==> config.mk <==
export PLATFORM = sky130hd
export DESIGN_NAME = consent_header_assembler
export DESIGN_NICKNAME = d
export VERILOG_FILES = /design/src/rtl/spiral_pkg.sv /design/src/rtl/spiral_sat_counter.sv /design/src/rtl/consent_header_assembler.sv
export SDC_FILE = /design/constraint.sdc
export NUM_CORES = 1
export LEC_CHECK = 0
export ABC_AREA = 1
export ABC_CLOCK_PERIOD_IN_PS = 1470
export CAP_MARGIN = 20
export CORE_MARGIN = 5
export CORE_UTILIZATION = 49
export CTS_CLUSTER_DIAMETER = 120
export DETAILED_ROUTE_END_ITERATION = 6
export PLACE_DENSITY = 0.76
export SETUP_SLACK_MARGIN = 0.2
export SLEW_MARGIN = 20
export SYNTH_ARGS = -nofsm -noshare
export SYNTH_HDL_FRONTEND = slang
export SYNTH_SLANG_ARGS = --single-unit
==> constraint.sdc <==
create_clock -name clk -period 1.47 [get_ports clk]
set_input_delay 0.2205 -clock clk [delete_from_list [all_inputs] [get_ports clk]]
set_output_delay 0.2205 -clock clk [all_outputs]
set_load 0.01 [all_outputs]
==> src/rtl/spiral_pkg.sv <==
// Shared constants and state encoding for the consent header assembler.
package spiral_pkg;

  localparam int HDR_BITS  = 144;
  localparam int HDR_BYTES = 18;

  typedef enum logic [1:0] {
    IDLE    = 2'd0,
    COLLECT = 2'd1,
    HOLD    = 2'd2
  } asm_state_e;

endpackage

==> src/rtl/spiral_sat_counter.sv <==
// Event counter that increments on inc_i and sticks at all-ones.
module spiral_sat_counter #(
  parameter int W = 8
) (
  input  logic         clk,
  input  logic         rst_n,
  input  logic         inc_i,
  output logic [W-1:0] count_o
);

  logic [W-1:0] count_q;
  logic [W-1:0] count_d;

  always_comb begin
    count_d = count_q;
    if (inc_i && (count_q != {W{1'b1}})) begin
      count_d = count_q + W'(1);
    end
  end

  always_ff @(posedge clk or negedge rst_n) begin
    if (!rst_n) begin
      count_q <= '0;
    end else begin
      count_q <= count_d;
    end
  end

  assign count_o = count_q;

endmodule

==> src/rtl/consent_header_assembler.sv <==
// Collects an MSB-first byte stream into one consent header and hands it
// downstream over a valid/ready pair, flagging stray bytes, restarts and stalls.
module consent_header_assembler #(
  parameter int HDR_BYTES      = 18,
  parameter int TIMEOUT_CYCLES = 255
) (
  input  logic                   clk,
  input  logic                   reset,
  input  logic                   in_valid,
  input  logic [7:0]             in_data,
  input  logic                   in_sof,
  output logic                   in_ready,
  output logic [HDR_BYTES*8-1:0] consent_header,
  output logic                   hdr_valid,
  input  logic                   hdr_ready,
  output logic                   err_timeout,
  output logic                   err_framing,
  output logic [15:0]            hdr_count,
  output logic [7:0]             err_count,
  output logic [1:0]             dbg_state
);

  import spiral_pkg::*;

  localparam int HW = HDR_BYTES * 8;
  localparam int XW = $clog2(HDR_BYTES);
  localparam int IW = $clog2(TIMEOUT_CYCLES + 1);
  localparam logic [XW-1:0] LAST_IDX = XW'(HDR_BYTES - 1);
  localparam logic [IW-1:0] IDLE_LIM = IW'(TIMEOUT_CYCLES - 1);

  // Valid/ready: a byte moves when in_valid && in_ready, a header moves when
  // hdr_valid && hdr_ready; neither side may retract a raised valid.
  asm_state_e    state_q, state_d;
  logic [XW-1:0] idx_q, idx_d;
  logic [IW-1:0] idle_q, idle_d;
  logic [HW-1:0] asm_q, asm_d;
  logic [HW-1:0] hdr_q, hdr_d;
  logic          err_timeout_q, err_timeout_d;
  logic          err_framing_q, err_framing_d;
  logic          accept;
  logic [HW-1:0] asm_shift;

  assign in_ready  = (state_q != HOLD);
  assign accept    = in_valid && in_ready;
  // Bytes arrive MSB-first, so shifting left lands byte 0 at the top once
  // the final byte is in; any bytes from before a restart fall off the end.
  assign asm_shift = {asm_q[HW-9:0], in_data};

  always_comb begin
    state_d       = state_q;
    idx_d         = idx_q;
    idle_d        = '0;
    asm_d         = asm_q;
    hdr_d         = hdr_q;
    err_timeout_d = 1'b0;
    err_framing_d = 1'b0;
    unique case (state_q)
      IDLE: begin
        if (accept) begin
          if (in_sof) begin
            asm_d   = asm_shift;
            idx_d   = XW'(1);
            state_d = COLLECT;
          end else begin
            err_framing_d = 1'b1;
          end
        end
      end
      COLLECT: begin
        if (accept) begin
          asm_d = asm_shift;
          if (in_sof) begin
            err_framing_d = 1'b1;
            idx_d         = XW'(1);
          end else if (idx_q == LAST_IDX) begin
            hdr_d   = asm_shift;
            idx_d   = '0;
            state_d = HOLD;
          end else begin
            idx_d = idx_q + XW'(1);
          end
        end else if (idle_q == IDLE_LIM) begin
          err_timeout_d = 1'b1;
          idx_d         = '0;
          state_d       = IDLE;
        end else begin
          idle_d = idle_q + IW'(1);
        end
      end
      HOLD: begin
        if (hdr_ready) begin
          state_d = IDLE;
        end
      end
      default: begin
        state_d = IDLE;
        idx_d   = '0;
      end
    endcase
  end

  always_ff @(posedge clk or negedge reset) begin
    if (!reset) begin
      state_q       <= IDLE;
      idx_q         <= '0;
      idle_q        <= '0;
      asm_q         <= '0;
      hdr_q         <= '0;
      err_timeout_q <= 1'b0;
      err_framing_q <= 1'b0;
    end else begin
      state_q       <= state_d;
      idx_q         <= idx_d;
      idle_q        <= idle_d;
      asm_q         <= asm_d;
      hdr_q         <= hdr_d;
      err_timeout_q <= err_timeout_d;
      err_framing_q <= err_framing_d;
    end
  end

  assign consent_header = hdr_q;
  assign hdr_valid      = (state_q == HOLD);
  assign err_timeout    = err_timeout_q;
  assign err_framing    = err_framing_q;
  assign dbg_state      = state_q;

  spiral_sat_counter #(.W(16)) u_hdr_cnt (
    .clk     (clk),
    .rst_n   (reset),
    .inc_i   (hdr_valid && hdr_ready),
    .count_o (hdr_count)
  );

  spiral_sat_counter #(.W(8)) u_err_cnt (
    .clk     (clk),
    .rst_n   (reset),
    .inc_i   (err_timeout_d || err_framing_d),
    .count_o (err_count)
  );

endmodule

==> run_results.csv <==
group,metric,value,unit
synthesis,synth_edf_count,0,
sta,relSlewSlack,75.58,%
drt,antenna_left,0,
sta,setup_viol,203,
layout,layout-drive-gt1-share,32.32,%
sta,grt_setup_unrepaired,"yes",
setup_path,crit_path_start_kind,"flop",
layout,seq_area,0.008039,mm^2
drt,wl,34640,um
global_routing,grt_first_pass_wirelength,54520,um
floorplanning,die_area,0.02913,mm^2
synthesis,synthTopCellsByCount,"496 x nand2_1, 321 x dfrtp_1, 93 x inv_1",
global_routing,track_usage,23.13,%
clocking,cts-root-buf,"clkbuf_16",
clocking,htree_levels,2,
layout,antennaDiodeCount,0,
clocking,cts_tree,"built",
synthesis,yosys.area.top_type,"dfrtp_1",
clocking,insertion_delay,0.50,ns
setup_path,crit_path_end_kind,"flop",
run_status,status,"finished with violations",
global_routing,grt_max_degree,57,
placed_design,post-dp-hpwl,19940,um
worst_hold_path,worst_hold_path_type,"primary input to async pin",
floorplanning,start_util,49.95,%
synthesis,netlist_area,0.01265,mm^2
synthesis,yosysSeqAreaShare,63.50,%
synthesis,syn_nets,1316,
placed_design,place_inst,1835,
setup_path,crit_start,"idx_q[1]$_DFFE_PN0P_",
synthesis,synth_top_area_share,63.50,%
synthesis,yosys.cell_types.count,30,
drt,dr.pass1.iters,5,
global_routing,grt.overflow.total,0,
sta,hold_viol,0,
setup_path,crit_chain,"inv_1 > ha_2 > nand4_1 > nor2_4 > buf_12 > inv_4 > buf_12 > o21ai_1",
setup_path,cp.required,1.87,ns
pwr,power_density,1520,mW/mm^2
job,maxCapViolations,0,
setup_path,cpMostUsedCell,"buf_12",
setup_path,arrival,2.10,ns
synthesis,synth.area.top_cells,"dfrtp_1 63%, nand2_1 15%, mux2_2 4.7%",
sta,maxSlewViolCount,0,
global_routing,grt_pass1_vias,10590,
layout,fin_cells,1979,
clocking,clk_pin_slew,0.06,ns
layout,num-fill-cells,1815,
layout,final_nets,1648,
drt,wl_per_cell,17.50,um
clocking,cts_sinks,321,
synthesis,ys.flop_type,"dfrtp_1",
global_routing,antenna_found_initial,0,
sta,period_share,115.5,%
synthesis,ys_warn_count,0,
sta,fin_ws,-0.2272,ns
floorplanning,die_w,170.7,um
placed_design,dp_worst_setup_slack,-0.4096,ns
setup_path,critPathMaxFanout,16,
sta,min_period,1.697,ns
sta,fmax,589.2,MHz
setup_path,cpMaxStageDelayCell,"dfrtp_1",
setup_path,crit_type,"flop to flop",
synthesis,synth_most_common_cell,"nand2_1",
clocking,cts_buffer_depth,3,
setup_path,r2r_end,"consent_header[81]$_DFFE_PN0P_",
floorplanning,die_height,170.7,um
pwr,ir_worst_vdd,850.8,uV
setup_path,r2r_slack,-0.23,ns
pwr,power_leakage,9.325,nW
clocking,cts_buffers,34,
placed_design,gp_congestion,0.8456,
sta,fin_skew,0.02114,ns
setup_path,slowest_delay,0.38,ns
drt,drt-vias-per-instance,5.142,
floorplanning,ios,187,
setup_path,timing.rr.start,"idx_q[1]$_DFFE_PN0P_",
run_status,failed_checks,"negative setup slack",
layout,multi_input_area,0.004461,mm^2
setup_path,setup.worst_path.end,"consent_header[81]$_DFFE_PN0P_",
drt,drt_iter0_drc,794,
synthesis,avgSynthCellArea,9.754,um^2
layout,area_growth,38.64,%
synthesis,syn_inst,1297,
synthesis,ys_ff_latch,321,
sta,worst_pin_slew,0.3663,ns
synthesis,synthArstFlopShare,100.0,%
placed_design,io_buffers,186,
drt,drc,0,
setup_path,worst_r2r_path_depth,8,
floorplanning,fp-row-count,58,
drt,num_vias,10180,
floorplanning,core-area,0.02533,mm^2
[per-layer routing]
layer	part of all wire (%)	vias up	GRT usage [%]
met5	0	-	0
met4	2.1	0	6.389
met3	6.1	56	4.344
met2	50	312	39.46
met1	41	5048	30.65
li1	-	4760	-
[layout make-up]
type                    count  share of cell area [%]
clock buffers              46                   5.571
repair inverters            2                 0.08560
flip-flops and latches    321                   45.83
multi-input cells         823                   25.43
repair buffers            350                   17.66
clock inverters            10                  0.9345
well taps                 330                   2.354
inverters                  97                   2.133
[cells in the final DEF, fill, tap and decap left out, types with 3 or more instances in the layout]
| cell type | count |
|---|---|
| nand2_1 | 465 |
| dfrtp_1 | 316 |
| buf_2 | 150 |
| buf_4 | 98 |
| inv_1 | 88 |
| o21ai_0 | 67 |
| o21ai_1 | 67 |
| mux2_4 | 52 |
| buf_6 | 51 |
| clkbuf_16 | 40 |
| nor2_1 | 39 |
| nand2_2 | 23 |
| nand3_1 | 14 |
| buf_16 | 14 |
| buf_12 | 14 |
| a21oi_1 | 11 |
| xnor2_1 | 11 |
| clkdlybuf4s50_1 | 11 |
| mux2_2 | 10 |
| nor2_2 | 8 |
| nand2_4 | 8 |
| inv_2 | 7 |
| nand3_2 | 7 |
| xor2_1 | 6 |
| nand4_1 | 6 |
| o21ai_2 | 6 |
| clkbuf_8 | 6 |
| clkbuf_1 | 5 |
| dfrtp_2 | 5 |
| nor2_4 | 4 |
| bufinv_16 | 4 |
| buf_8 | 4 |
| nand3b_1 | 3 |
| ha_1 | 3 |
[sequential cells by signal (all words and copies together) (netlist names)]
| signal | count |
|---|---|
| consent_header | 144 |
| asm_q | 136 |
| u_hdr_cnt.count_o | 16 |
| idle_q | 8 |
| u_err_cnt.count_o | 8 |
| idx_q | 5 |
| dbg_state | 2 |
| err_framing | 1 |
| err_timeout | 1 |
[through the flow]
step	utilization, %	hold WS [ns]	setup TNS [ns]	power, mW	area (um^2)
after global placement	61.99	0.1374	-76.36	16.75	15700
after detailed placement	61.99	0.1399	-92.36	17.00	15700
after global routing	69.25	0.2252	-47.22	27.98	17540
after CTS	68.14	0.2141	-19.24	26.50	17260
after floorplan	-	-0.07509	-2.430	15.20	13100
final	69.25	0.2075	-25.81	26.66	17540
[cell families after synthesis]
group	after synthesis	share of synthesized area (%)
AO/OA/AOI/OAI	155	6.221
multiplexers	62	5.519
adder cells (fa/ha/maj)	6	0.5934
flip-flops	321	63.50
XOR/XNOR	17	1.177
buffers and inverters	153	5.024
AND/OR/NAND/NOR	583	17.97
[timing repair]
item,4_1_cts,5_1_grt
hold buffers,1,0
resized for setup,818,34
endpoints found under the setup margin,492,478
buffers inserted,62,7
pin swaps,21,13
cloned,13,5
hold endpoints to repair,245,0
[report_power, final]
part	switching, mW	leakage (nW)	internal [mW]
Combinational	2.67	4.53	2.93
Sequential	1.52	4.24	10.8
Clock	3.41	0.558	5.36
Total	7.60	9.32	19.1
[critical path: cells and delay by family, from the launching register on]
| family | cells | cell delay, ns |
|---|---|---|
| flops | 1 | 0.38 |
| compound gates | 1 | 0.21 |
| buf+inv | 4 | 0.49 |
| simple gates | 2 | 0.34 |
| fa+ha+maj | 1 | 0.18 |
[worst min-delay path by stage]
| stage | startpoint | to | slack, ns |
|---|---|---|---|
| finish | reset | asm_q[103]$_DFFE_PN0P_ | 0.21 |
| CTS | reset | consent_header[92]$_DFFE_PN0P_ | 0.21 |
| detailed placement | reset | consent_header[89]$_DFFE_PN0P_ | 0.14 |
| floorplan | reset | asm_q[0]$_DFFE_PN0P_ | -0.08 |
| global route | reset | asm_q[103]$_DFFE_PN0P_ | 0.23 |
| global placement | reset | asm_q[96]$_DFFE_PN0P_ | 0.14 |
No activity file was read; power rests on OpenSTA's default activity.
